File: src/rtl/mmio_uart_tx_pkg.sv
// Shared definitions for the memory-mapped UART transmitter: register map,
// STATUS/CTRL bit positions, transmitter state encoding and the divisor helper.
package mmio_uart_tx_pkg;

  localparam logic [2:0] REG_DATA   = 3'd0;
  localparam logic [2:0] REG_STATUS = 3'd1;
  localparam logic [2:0] REG_CTRL   = 3'd2;
  localparam logic [2:0] REG_DIVL   = 3'd3;
  localparam logic [2:0] REG_DIVH   = 3'd4;
  localparam logic [15:0] NUM_REGS  = 16'd5;

  localparam int ST_FULL  = 0;
  localparam int ST_EMPTY = 1;
  localparam int ST_BUSY  = 2;
  localparam int ST_OVF   = 3;
  localparam int ST_IRQ   = 7;

  localparam int CTRL_TX_EN  = 0;
  localparam int CTRL_IRQ_EN = 1;

  typedef enum logic [1:0] {TX_IDLE, TX_START, TX_DATA, TX_STOP} txstate_t;

  // A zero divisor would stall the bit timer, so it behaves as one clock per bit.
  function automatic logic [15:0] div_eff(input logic [15:0] div);
    return (div == 16'd0) ? 16'd1 : div;
  endfunction

endpackage

File: src/rtl/mmio_uart_tx_byte_fifo.sv
// Byte FIFO with zero-latency head output; a push and a pop in the same cycle
// are both honoured even when full.
module byte_fifo #(
  parameter int DEPTH = 4
) (
  input  logic       clk,
  input  logic       rst,
  input  logic       push,
  input  logic [7:0] wdata,
  input  logic       pop,
  output logic [7:0] rdata,
  output logic       full,
  output logic       empty
);
  localparam int AW = $clog2(DEPTH);

  logic [7:0]  r_mem [DEPTH];
  logic [AW-1:0] r_wptr;
  logic [AW-1:0] r_rptr;
  logic [AW:0]   r_count;
  logic          w_do_push;
  logic          w_do_pop;

  assign empty     = (r_count == '0);
  assign full      = (r_count == (AW+1)'(DEPTH));
  assign w_do_pop  = pop & ~empty;
  assign w_do_push = push & (~full | w_do_pop);
  assign rdata     = r_mem[r_rptr];

  always_ff @(posedge clk or posedge rst) begin
    if (rst) begin
      r_wptr  <= '0;
      r_rptr  <= '0;
      r_count <= '0;
    end else begin
      if (w_do_push) r_wptr <= r_wptr + AW'(1);
      if (w_do_pop)  r_rptr <= r_rptr + AW'(1);
      r_count <= r_count + (AW+1)'(w_do_push) - (AW+1)'(w_do_pop);
    end
  end

  // When full, the slot being written is the one being popped; the pop reads the old byte.
  always_ff @(posedge clk) begin
    if (w_do_push) r_mem[r_wptr] <= wdata;
  end

endmodule

File: src/rtl/mmio_uart_tx.sv
// Memory-mapped 8N1 UART transmitter: bus decode, control/status registers,
// transmit FIFO and a registered serializer driving tx.
module mmio_uart_tx
  import mmio_uart_tx_pkg::*;
#(
  parameter logic [15:0] BASE    = 16'hD000,
  parameter int          DEPTH   = 4,
  parameter logic [15:0] DIV_RST = 16'd104
) (
  input  logic        clk,
  input  logic        rst,
  input  logic [15:0] addr,
  input  logic [7:0]  wdata,
  input  logic        rW,
  output logic [7:0]  rdata,
  output logic        tx,
  output logic        tx_irq
);
  logic [15:0] w_off;
  logic        w_sel;
  logic [2:0]  w_reg;
  logic        w_wr;
  logic        w_push;
  logic        w_pop;
  logic [7:0]  w_fifo_rdata;
  logic        w_full;
  logic        w_empty;
  logic        w_busy;

  logic [1:0]  r_ctrl;
  logic [15:0] r_div;
  logic        r_ovf;
  logic        r_irq;

  txstate_t    r_state, w_nxt_state;
  logic [15:0] r_baud, w_nxt_baud;
  logic [2:0]  r_bitcnt, w_nxt_bitcnt;
  logic [7:0]  r_shift, w_nxt_shift;
  logic        r_tx, w_nxt_tx;
  logic        w_tick;
  logic        w_start_ok;
  logic [15:0] w_reload;

  // Offsets below BASE wrap to large values, so one compare covers both bounds.
  assign w_off  = addr - BASE;
  assign w_sel  = (w_off < NUM_REGS);
  assign w_reg  = w_off[2:0];
  assign w_wr   = w_sel & ~rW;
  assign w_push = w_wr & (w_reg == REG_DATA);
  assign w_busy = (r_state != TX_IDLE);

  byte_fifo #(.DEPTH(DEPTH)) u_fifo (
    .clk   (clk),
    .rst   (rst),
    .push  (w_push),
    .wdata (wdata),
    .pop   (w_pop),
    .rdata (w_fifo_rdata),
    .full  (w_full),
    .empty (w_empty)
  );

  always_ff @(posedge clk or posedge rst) begin
    if (rst) begin
      r_ctrl <= 2'b00;
      r_div  <= DIV_RST;
      r_ovf  <= 1'b0;
    end else begin
      if (w_wr && w_reg == REG_CTRL) r_ctrl <= wdata[1:0];
      if (w_wr && w_reg == REG_DIVL) r_div[7:0] <= wdata;
      if (w_wr && w_reg == REG_DIVH) r_div[15:8] <= wdata;
      if (w_push && w_full && !w_pop) r_ovf <= 1'b1;
      else if (w_wr && w_reg == REG_STATUS && wdata[ST_OVF]) r_ovf <= 1'b0;
    end
  end

  assign w_tick     = (r_baud == 16'd0);
  assign w_start_ok = r_ctrl[CTRL_TX_EN] & ~w_empty;
  assign w_reload   = div_eff(r_div) - 16'd1;

  always_comb begin
    w_nxt_state  = r_state;
    w_nxt_baud   = r_baud;
    w_nxt_bitcnt = r_bitcnt;
    w_nxt_shift  = r_shift;
    w_nxt_tx     = r_tx;
    w_pop        = 1'b0;
    case (r_state)
      TX_IDLE: begin
        if (w_start_ok) begin
          w_nxt_state = TX_START;
          w_pop       = 1'b1;
          w_nxt_shift = w_fifo_rdata;
          w_nxt_baud  = w_reload;
          w_nxt_tx    = 1'b0;
        end else begin
          w_nxt_tx    = 1'b1;
        end
      end
      TX_START: begin
        if (w_tick) begin
          w_nxt_state  = TX_DATA;
          w_nxt_baud   = w_reload;
          w_nxt_bitcnt = 3'd0;
          w_nxt_tx     = r_shift[0];
        end else begin
          w_nxt_baud   = r_baud - 16'd1;
        end
      end
      TX_DATA: begin
        if (w_tick) begin
          w_nxt_baud = w_reload;
          if (r_bitcnt == 3'd7) begin
            w_nxt_state = TX_STOP;
            w_nxt_tx    = 1'b1;
          end else begin
            w_nxt_bitcnt = r_bitcnt + 3'd1;
            w_nxt_shift  = {1'b0, r_shift[7:1]};
            w_nxt_tx     = r_shift[1];
          end
        end else begin
          w_nxt_baud = r_baud - 16'd1;
        end
      end
      TX_STOP: begin
        // Chaining straight into START keeps consecutive frames gap-free.
        if (w_tick) begin
          if (w_start_ok) begin
            w_nxt_state = TX_START;
            w_pop       = 1'b1;
            w_nxt_shift = w_fifo_rdata;
            w_nxt_baud  = w_reload;
            w_nxt_tx    = 1'b0;
          end else begin
            w_nxt_state = TX_IDLE;
            w_nxt_tx    = 1'b1;
          end
        end else begin
          w_nxt_baud = r_baud - 16'd1;
        end
      end
      default: begin
        w_nxt_state = TX_IDLE;
        w_nxt_tx    = 1'b1;
      end
    endcase
  end

  always_ff @(posedge clk or posedge rst) begin
    if (rst) begin
      r_state  <= TX_IDLE;
      r_baud   <= 16'd0;
      r_bitcnt <= 3'd0;
      r_shift  <= 8'h00;
      r_tx     <= 1'b1;
      r_irq    <= 1'b0;
    end else begin
      r_state  <= w_nxt_state;
      r_baud   <= w_nxt_baud;
      r_bitcnt <= w_nxt_bitcnt;
      r_shift  <= w_nxt_shift;
      r_tx     <= w_nxt_tx;
      r_irq    <= r_ctrl[CTRL_IRQ_EN] & w_empty & ~w_busy;
    end
  end

  assign tx     = r_tx;
  assign tx_irq = r_irq;

  always_comb begin
    rdata = 8'h00;
    if (w_sel && rW) begin
      case (w_reg)
        REG_STATUS: rdata = {r_irq, 3'b000, r_ovf, w_busy, w_empty, w_full};
        REG_CTRL:   rdata = {6'b000000, r_ctrl};
        REG_DIVL:   rdata = r_div[7:0];
        REG_DIVH:   rdata = r_div[15:8];
        default:    rdata = 8'h00;
      endcase
    end else begin
      rdata = 8'h00;
    end
  end

endmodule

File: config.mk
export PLATFORM = sky130hd
export DESIGN_NAME = mmio_uart_tx
export DESIGN_NICKNAME = d
export VERILOG_FILES = /design/src/rtl/mmio_uart_tx_pkg.sv /design/src/rtl/mmio_uart_tx_byte_fifo.sv /design/src/rtl/mmio_uart_tx.sv
export SDC_FILE = /design/constraint.sdc
export NUM_CORES = 1
export LEC_CHECK = 0
export ABC_AREA = 1
export ABC_CLOCK_PERIOD_IN_PS = 3300
export CAP_MARGIN = 0
export CORE_MARGIN = 8
export CORE_UTILIZATION = 36
export CTS_CLUSTER_SIZE = 20
export DETAILED_ROUTE_END_ITERATION = 6
export GPL_ROUTABILITY_DRIVEN = 1
export PLACE_DENSITY_LB_ADDON = 0.12
export SKIP_CTS_REPAIR_TIMING = 1
export SLEW_MARGIN = 20
export SYNTH_ARGS = -nofsm -noshare
export SYNTH_HDL_FRONTEND = slang
export SYNTH_SLANG_ARGS = --single-unit
File: constraint.sdc
create_clock -name clk -period 3.3 [get_ports clk]
set_input_delay 0.66 -clock clk [delete_from_list [all_inputs] [get_ports clk]]
set_output_delay 0.66 -clock clk [all_outputs]
set_load 0.05 [all_outputs]
======== Word-level counts from Yosys, hierarchy flattened ========
Memories as Yosys holds them, arrays and structs flattened.
Index checks and enable logic that the tools add are counted.
storage, ports and cells
  register bits after elaboration ......... 57
  RAM bits ................................ 32
  input port bits ......................... 27
  output and inout bits ................... 10
  memories ................................ 1
memory list
  memory        words  bits a word  rd ports  clocked after Yosys merged registers in  wr ports  line                          text
  u_fifo.r_mem  4      8            1         0                                        1         mmio_uart_tx_byte_fifo.sv:17  logic [7:0] r_mem [DEPTH];
operators by class
  add/subtract/negate cells ............... 8
  magnitude comparators ................... 1
  equal/unequal tests ..................... 15
  mux-type cells .......................... 36
  bitwise logic cells ..................... 12
  reduce and logical (&&, ||, !) cells .... 23
operator list
  cell                      number
  $mux W16                  4
  $pmux W16 S3              1
  $mux W8                   5
  $logic_not A16 Y1         2
  $pmux W8 S4               1
  $sub A16 B1 Y16 const B   2
  $pmux W8 S3               1
  $lt A16 B3 Y1 const B     1
  $sub A16 B16 Y16 const B  1
  $mux W1                   12
  $ne A2 B2 Y1 const B      6
  $mux W2                   5
  $eq A3 B3 Y1 const B      3
  $mux W3                   3
  $logic_and A1 B1 Y1       8
  $pmux W2 S4               1
  $reduce_and A4 Y1         2
  $and A1 B1 Y1             7
  $eq A3 B2 Y1 const B      2
  $logic_not A3 Y1          2
  $pmux W3 S2               1
  $reduce_bool A2 Y1        3
  $reduce_and A5 Y1         1
  $add A2 B1 Y2 const B     2
  15 further kinds          19

======== Longest topological paths before layout ========
Gate-level depths: netlist of the first run.
  depth in word-level cells ............... 11
  gate-level depth with buffers ........... 17
  gate-level depth less buffers ........... 17

======== Cells and area by module ========
A second synthesis of the first run with hierarchy kept.
unflattened totals
  cell total of the unflattened synthesis .. 702
  area total of the unflattened synthesis .. 5,459.0 µm²
by module, submodules not included
  module        instances  cells an instance  area an instance (µm²)  seq. area each (µm²)
  mmio_uart_tx  1          554                3,689.8                 1,256.2
  byte_fifo     1          148                1,769.2                 1,136.1

======== Worst setup path after synthesis of the first run ========
No wires, ideal clock.
  path type ............................... input port to output port
  from .................................... input addr[9]
  to ...................................... output rdata[4]
  arrival time ............................ 2.200 ns
  data required time ...................... 2.640 ns
  setup slack ............................. 0.440 ns
  stages .................................. 6
  path buffers ............................ 0
  path through ............................ or2_1 > nor4_1 > and3_1 > and2_1 > inv_1 > a21oi_1
between the ends
  cells in the longest elaborated chain, start to end .. 4
RTL lines
  element              line                 text
  start: declaration   mmio_uart_tx.sv:12   input logic [15:0] addr,
  $sub A16 B16 Y16     mmio_uart_tx.sv:45   assign w_off = addr - BASE;
  $lt A16 B3 Y1        mmio_uart_tx.sv:46   assign w_sel = (w_off < NUM_REGS);
  $logic_and A1 B1 Y1  mmio_uart_tx.sv:172  if (w_sel && rW) begin
  $mux W8              mmio_uart_tx.sv:172
  end: declaration     mmio_uart_tx.sv:15   output logic [7:0] rdata,
No other way between the ends.

======== Worst setup path in the final report of the first run ========
  from .................................... input addr[0]
  to ...................................... output rdata[1]
between the ends
  cells in the longest elaborated chain, start to end .. 4
RTL lines
  element                                             line
  $sub A16 B16 Y16 (*)                                mmio_uart_tx.sv:45
  $lt A16 B3 Y1, or another cell as far along         mmio_uart_tx.sv:46
  $logic_and A1 B1 Y1 or $pmux W8 S4 (tied branches)  mmio_uart_tx.sv:172, mmio_uart_tx.sv:173
  $mux W8 (*)                                         mmio_uart_tx.sv:172
Every way passes the cells marked *; elsewhere a longest branch is shown, timed or not.

==> metrics.cfg, run 1 <==
[detailed_routing]
via_per_inst = 5.108
antenna_left = 0
wire_per_inst_um = 15.93
vias = 4684
drc_errors = 0
drt_wl_total_um = 14610
detail_route.iter0.violations = 327
firstDrtPassIters = 5

[worst_setup_path]
critPathArrivalTime_ns = 2.45
cp_max_fo = 5
cpLargestDelayFamily = simple AND/OR/NAND/NOR gates
startpoint_type = input port
crit_chain = clkdlybuf4s50_1 > or2_2 > nand2_1 > and3_1 > and2_1 > nand3b_1 > nor2_1 > buf_12
crit_slowest_cell = clkdlybuf4s50_1
reg2reg_depth = 16
timing.rr.end = u_fifo.r_count[2]
r2r_start = r_baud[0]
path_buf_inv = 2
path_class = input port to output port
required_ns = 2.64
endpoint = rdata[1]
crit_path_end_kind = output port
startpoint = addr[0]
cpPeakStageDelay_ns = 0.43
cp.depth = 8
reg2reg_setup_slack_ns = 0.48

[clock_network]
cts.sinks = 89
cts_buffer_depth = 2
htreeDepth = 3
clk_pin_slew_worst_paths_ns = 0.07
numCtsBuffers = 9
clkLatencyLatePin_ns = 0.35
cts_tree = built
root_buffer = clkbuf_16

[die]
die_y_um = 138.7
fp.dieW_um = 138.7
die_area_um2 = 19230
rows = 45
coreArea_um2 = 14980
ios = 37
initial_core_util_pct = 36.18

[timing]
whs_ns = 0.4934
finalSetupTns_ns = 0
hold_violations = 0
fin_crit_ns = 3.106
fin_worst_skew_ns = 0.006809
setup_viol = 0
relSlewSlack_pct = 49.75
rsz0062_at_grt = false
worstMarginPinSlew_ns = 0.7537
max_freq_ghz = 0.3220
fin_crit_sh_pct = 94.11
slew_violations = 0

[min_path]
min_path_type = flip-flop to flip-flop
min_from = r_shift[7]

[synthesis]
yosys_warnings = 0
ys_ff_latch = 89
netlist_area_um2 = 5419
synthesis.nets = 729
yosys.area_share.simple_pct = 26.85
synth_top_family_by_area = simple AND/OR/NAND/NOR gates
synth_xor_area_share_pct = 3.394
synth-compound-area-share_pct = 13.39
synth_cell_type_count = 47
ys_async_sr_fraction_pct = 64.04
syn_avg_cell_area_um2 = 7.899
synth_edf_count = 32
synthAdderAreaFrac_pct = 3.833
syn-instance-count = 686
synth-main-ff-cell = dfrtp_1
ys_seq_area_share_pct = 44.15
synthMuxAreaShare_pct = 0.2078

[grt]
grt_usage_pct = 15.48
grt_pass1_vias = 4515
grt_max_degree = 34
grt_pass1_wl_um = 23940
antenna_found_initial = 0
overflow = 0

[placement]
place_hpwl_um = 10750
placed_cell_area_um2 = 6052
io_buffers = 36
gp_routability_congestion = 0.8621

[power_and_ir_drop]
p_per_area_nw_per_um2 = 359.5
p_leak_nw = 2.986
peakVddDrop_uv = 218.9
total_power_mw = 2.282

[outcome]
status = completed

[layout]
finalInstanceArea_um2 = 6349
nFillCells = 1557
drive_above_1_share_pct = 10.70
final_core_util_pct = 42.39
num_antenna_cells = 0
area_growth_pct = 17.16
nNetsFinal = 767

[job]
maxCapViolCount = 0

-- where the power goes --
part	internal (mW)	total (mW)	switching [mW]
logic	0.0386	0.0875	0.0489
registers	1.14	1.14	0.000262
clock network	0.540	1.05	0.510
-- registers in the layout, indices dropped and copies added (netlist names), 2 cells and up --
register,flops
r_bitcnt,3
r_shift,8
u_fifo.r_wptr,2
r_baud,16
r_div,16
u_fifo.r_mem,32
r_ctrl,2
u_fifo.r_rptr,2
r_state,2
u_fifo.r_count,3
-- worst reg2reg max path, cell delays in order, from the launching register on --
cell and delay [ns]:
dfrtp_1 0.41, inv_1 0.09, ha_1 0.23, nand3_1 0.17
nor2_2 0.16, nand2_2 0.10, nor2_4 0.19, nand2_2 0.10
nand2_1 0.08, nand2_2 0.09, inv_1 0.10, ha_1 0.23
inv_1 0.06, ha_1 0.13, inv_1 0.05, fa_1 0.37
xor2_1 0.17
-- cell usage after synthesis, types with 2 or more instances --
cell | n | area [um^2]
o211ai_2 | 4 | 50.05
nor2_2 | 5 | 31.28
nand2_1 | 166 | 623.1
o22ai_1 | 12 | 75.07
inv_1 | 81 | 304.0
xor2_1 | 18 | 157.7
nor2_1 | 87 | 326.6
ha_1 | 15 | 187.7
o21ai_2 | 6 | 52.55
nor2_4 | 3 | 33.78
nor4_1 | 3 | 18.77
xnor2_1 | 3 | 26.28
or2_2 | 6 | 37.54
o211ai_1 | 6 | 45.04
nand3_2 | 2 | 20.02
nand3b_1 | 2 | 15.01
o21ai_1 | 17 | 85.08
clkbuf_1 | 10 | 37.54
o21ai_0 | 47 | 235.2
nand3_1 | 31 | 155.2
buf_6 | 4 | 45.04
a221oi_1 | 4 | 35.03
a21oi_1 | 19 | 95.09
nor3_1 | 7 | 35.03
nand2_2 | 8 | 50.05
nand4_1 | 10 | 62.56
buf_2 | 2 | 10.01
dfstp_2 | 4 | 105.1
dfrtp_1 | 53 | 1326
a31oi_1 | 3 | 18.77
edfxtp_1 | 32 | 960.9
-- kinds of logic after synthesis --
| family | Yosys count |
|---|---|
| simple gates | 335 |
| flops | 89 |
| mux | 1 |
| fa+ha+maj | 16 |
| buf+inv | 102 |
| compound gates | 122 |
| xor+xnor | 21 |
-- cell usage in the layout (no fill, tap or decap), drive strengths merged, types with 2 or more instances in the layout --
cell type,count
ha,15
nand3b,2
nand3,34
dfstp,4
o22ai,12
o211ai,10
a21oi,19
clkbuf,9
nor2,95
clkinv,2
nand4,10
buf,18
xnor2,3
clkdlybuf4s50,28
nor4,3
a221oi,4
a31oi,3
inv,88
edfxtp,32
xor2,18
nand2,174
dfrtp,53
or2,7
o21ai,70
nor3,8
-- final cells by class --
| type | count | area, um^2 | area share, % |
|---|---|---|---|
| Multi-Input combinational cell | 495 | 2584 | 40.70 |
| Timing Repair Buffer | 46 | 528.0 | 8.317 |
| Clock inverter | 7 | 71.32 | 1.123 |
| Tap cell | 188 | 235.2 | 3.705 |
| Inverter | 83 | 312.8 | 4.927 |
| Clock buffer | 9 | 225.2 | 3.547 |
| Sequential cell | 89 | 2392 | 37.68 |
-- through the flow --
stage / worst slack [ns] / cells
after global placement: 0.2056 / 901
after detailed placement: 0.2071 / 901
after floorplan: 0.4402 / 686
final: 0.1945 / 917
after CTS: 0.1953 / 917
after global routing: 0.03990 / 917
-- routing by layer --
| metal | up-vias | part of all wire, % | global-route usage [%] |
|---|---|---|---|
| met3 | 13 | 5.2 | 3.373 |
| met1 | 2204 | 47 | 20.35 |
| met4 | 0 | 1.3 | 4.333 |
| met5 | - | 0 | 0 |
| li1 | 2335 | - | - |
| met2 | 132 | 47 | 25.12 |
-- how the worst min path moves through the flow --
stage | depth (start not counted) | slack, ns | end
floorplan | 2 | 0.45 | r_shift[7]
detailed placement | 2 | 0.48 | r_shift[1]
CTS | 2 | 0.50 | r_shift[1]
finish | 2 | 0.49 | r_shift[7]
global route | 2 | 0.51 | r_shift[7]
global placement | 2 | 0.47 | r_shift[7]
Power figures use the tool's default switching activity.
==> inputs of run 2 (changes only) <==
ABC_CLOCK_PERIOD_IN_PS = 2900   (was 3300)
PLACE_DENSITY_LB_ADDON = unset   (was 0.12)
clock period = 2.9 ns   (was 3.3 ns; I/O delays follow)
==> run 2 against run 1 <==
- clock skew increased by 0.00052 ns
- via count is 1.9% higher
- count of clock-buffer cells in the layout unchanged
- final area is 4.0% higher
- non-clock buffer count is 20 higher
- sequential share of layout area is 1.4 points lower
- wire length shrank 0.31%
- first-iteration DRC count up 24%
- worst hold slack got worse by 0.076 ns
- die area is the same
- clock power is 11% higher
- critical path depth unchanged
- largest power group unchanged
==> metrics.cfg, run 2 (synthesized netlist as in run 1, its figures left out) <==
[layout]
drive_above_1_share_pct = 15.09  ; +4.4 points
largest_reg_flops = 32  ; unchanged
reg.largest.list = u_fifo.r_mem: 32 flops, r_baud: 16 flops, r_div: 16 flops
num_antenna_cells = 0  ; unchanged
nNetsFinal = 787  ; +2.6%
final_core_util_pct = 44.09  ; +1.7 points
final_cell_mix = 165 x nand2_1, 80 x inv_1, 80 x nor2_1, 53 x dfrtp_1, 47 x o21ai_0
final_common_cell = nand2_1
registers.top_by_ff_count = u_fifo.r_mem
area_growth_pct = 21.84
fin_cells = 937  ; +2.2%
finalInstanceArea_um2 = 6603  ; +4.0%

[clock_network]
clk_pin_slew_worst_paths_ns = 0.07  ; about the same
cts.sinks = 89  ; unchanged
numCtsBuffers = 9  ; unchanged
cts_tree = built
cts_buffer_depth = 2  ; unchanged
htreeDepth = 3  ; unchanged
root_buffer = clkbuf_16
clkLatencyLatePin_ns = 0.34  ; about the same

[worst_setup_path]
reg2reg_setup_slack_ns = 0.20  ; -0.28 ns
path_buf_inv = 3  ; +1
cp_max_fo = 4  ; -1
r2r_start = r_baud[0]
path_class = input port to output port
crit_slowest_cell = clkdlybuf4s50_1
cpLargestDelayFamily = simple AND/OR/NAND/NOR gates
crit_path_end_kind = output port
startpoint = addr[6]
startpoint_type = input port
crit_chain = clkdlybuf4s50_1 > nor4_2 > and3_4 > and2_4 > nand3b_1 > buf_6 > nor2_4 > buf_12
cpPeakStageDelay_ns = 0.43  ; about the same
required_ns = 2.32  ; -0.32 ns
critPathArrivalTime_ns = 2.24  ; -0.21 ns

[placement]
gp_routability_congestion = 0.9376  ; +8.8%
numPlacedInstances = 920  ; +2.1%
placed_cell_area_um2 = 6182  ; +2.2%
io_buffers = 36  ; unchanged
place_hpwl_um = 10910  ; +1.4%

[timing]
setup_viol = 0  ; unchanged
hold_violations = 0  ; unchanged
fin_crit_ns = 2.824
rsz0062_at_grt = false
fin_worst_skew_ns = 0.007333  ; +0.0005247 ns
finalSetupTns_ns = 0  ; unchanged
slew_violations = 0  ; unchanged
fin_crit_sh_pct = 97.36
whs_ns = 0.4177  ; -0.07567 ns
worstMarginPinSlew_ns = 0.7340  ; -0.01970 ns
relSlewSlack_pct = 51.01  ; +1.3 points
max_freq_ghz = 0.3542

[die]
coreArea_um2 = 14980  ; unchanged
die_y_um = 138.7  ; unchanged
ios = 37  ; unchanged
fp.dieW_um = 138.7  ; unchanged
initial_core_util_pct = 36.18  ; unchanged
die_area_um2 = 19230  ; unchanged
rows = 45  ; unchanged

[power_and_ir_drop]
p_per_area_nw_per_um2 = 391.3  ; +8.9%
p_leak_nw = 3.163  ; +5.9%
peakVddDrop_uv = 332.4  ; +52%

[min_path]
min_path_type = input port to async pin

[detailed_routing]
vias = 4771  ; +1.9%
detail_route.iter0.violations = 404  ; +24%
antenna_left = 0  ; unchanged
drt_wl_total_um = 14570  ; -0.31%
drc_errors = 0  ; unchanged
via_per_inst = 5.092  ; -0.32%
firstDrtPassIters = 6  ; +1
wire_per_inst_um = 15.55  ; -2.4%

[grt]
grt_usage_pct = 15.08  ; -0.41 points
antenna_found_initial = 0  ; unchanged
grt_pass1_wl_um = 23740  ; -0.81%
grt_max_degree = 35  ; +2.9%
grt_pass1_vias = 4687  ; +3.8%
overflow = 0  ; unchanged

[outcome]
status = completed

[job]
maxCapViolCount = 0  ; unchanged

-- run 2: worst reg2reg max path, cell delays in order (launching register included) --
cell,delay (ns)
dfrtp_1,0.41
inv_1,0.09
ha_1,0.19
nand3_1,0.16
nor2_2,0.17
nand2_2,0.10
nor2_4,0.12
nand2_2,0.09
nand2_1,0.08
nand2_2,0.09
inv_1,0.10
ha_1,0.23
inv_1,0.06
ha_1,0.13
inv_1,0.04
fa_1,0.37
xor2_1,0.17
-- run 2: per-stage QoR --
step	total power, mW	setup WS [ns]
2_1_floorplan	1.366	0.2002
3_3_place_gp	1.434	-0.09537
3_5_place_dp	1.436	-0.1830
4_1_cts	2.616	-0.1969
5_1_grt	2.669	0.02334
6_report	2.584	0.07645
-- run 2: layout make-up --
cell class                 count  area, um^2
inverter                      83       312.8
sequential                    89        2392
clock buffer                   9       225.2
multi-input combinational    495        2665
fill                        1512        8374
tap                          188       235.2
timing repair buffer          66       689.4
clock inverter                 7       82.58
-- run 2: worst paths after layout --
path	end	cells past startpoint
max in group asynchronous	r_div[3]	3
worst min-delay path	r_shift[4]	2
min in group clk	r_bitcnt[2]	2
worst min register to register	r_bitcnt[2]	2
worst max-delay path	rdata[7]	8
worst max register to register	u_fifo.r_count[2]	16
-- run 2: per-layer routing --
| layer | GRT usage [%] | part of all wire [%] | up-vias |
|---|---|---|---|
| met2 | 25.76 | 49 | 130 |
| met1 | 18.93 | 44 | 2250 |
| met3 | 2.892 | 5.3 | 13 |
| met4 | 4.448 | 0.93 | 0 |
| met5 | 0 | 0 | - |
| li1 | - | - | 2378 |
-- run 2: where the power goes --
part / total (mW) / internal [mW] / leakage, nW / switching (mW)
Combinational: 0.108 / 0.0480 / 1.95 / 0.0601
Sequential: 1.30 / 1.30 / 1.06 / 0.000315
Clock: 1.17 / 0.617 / 0.148 / 0.556
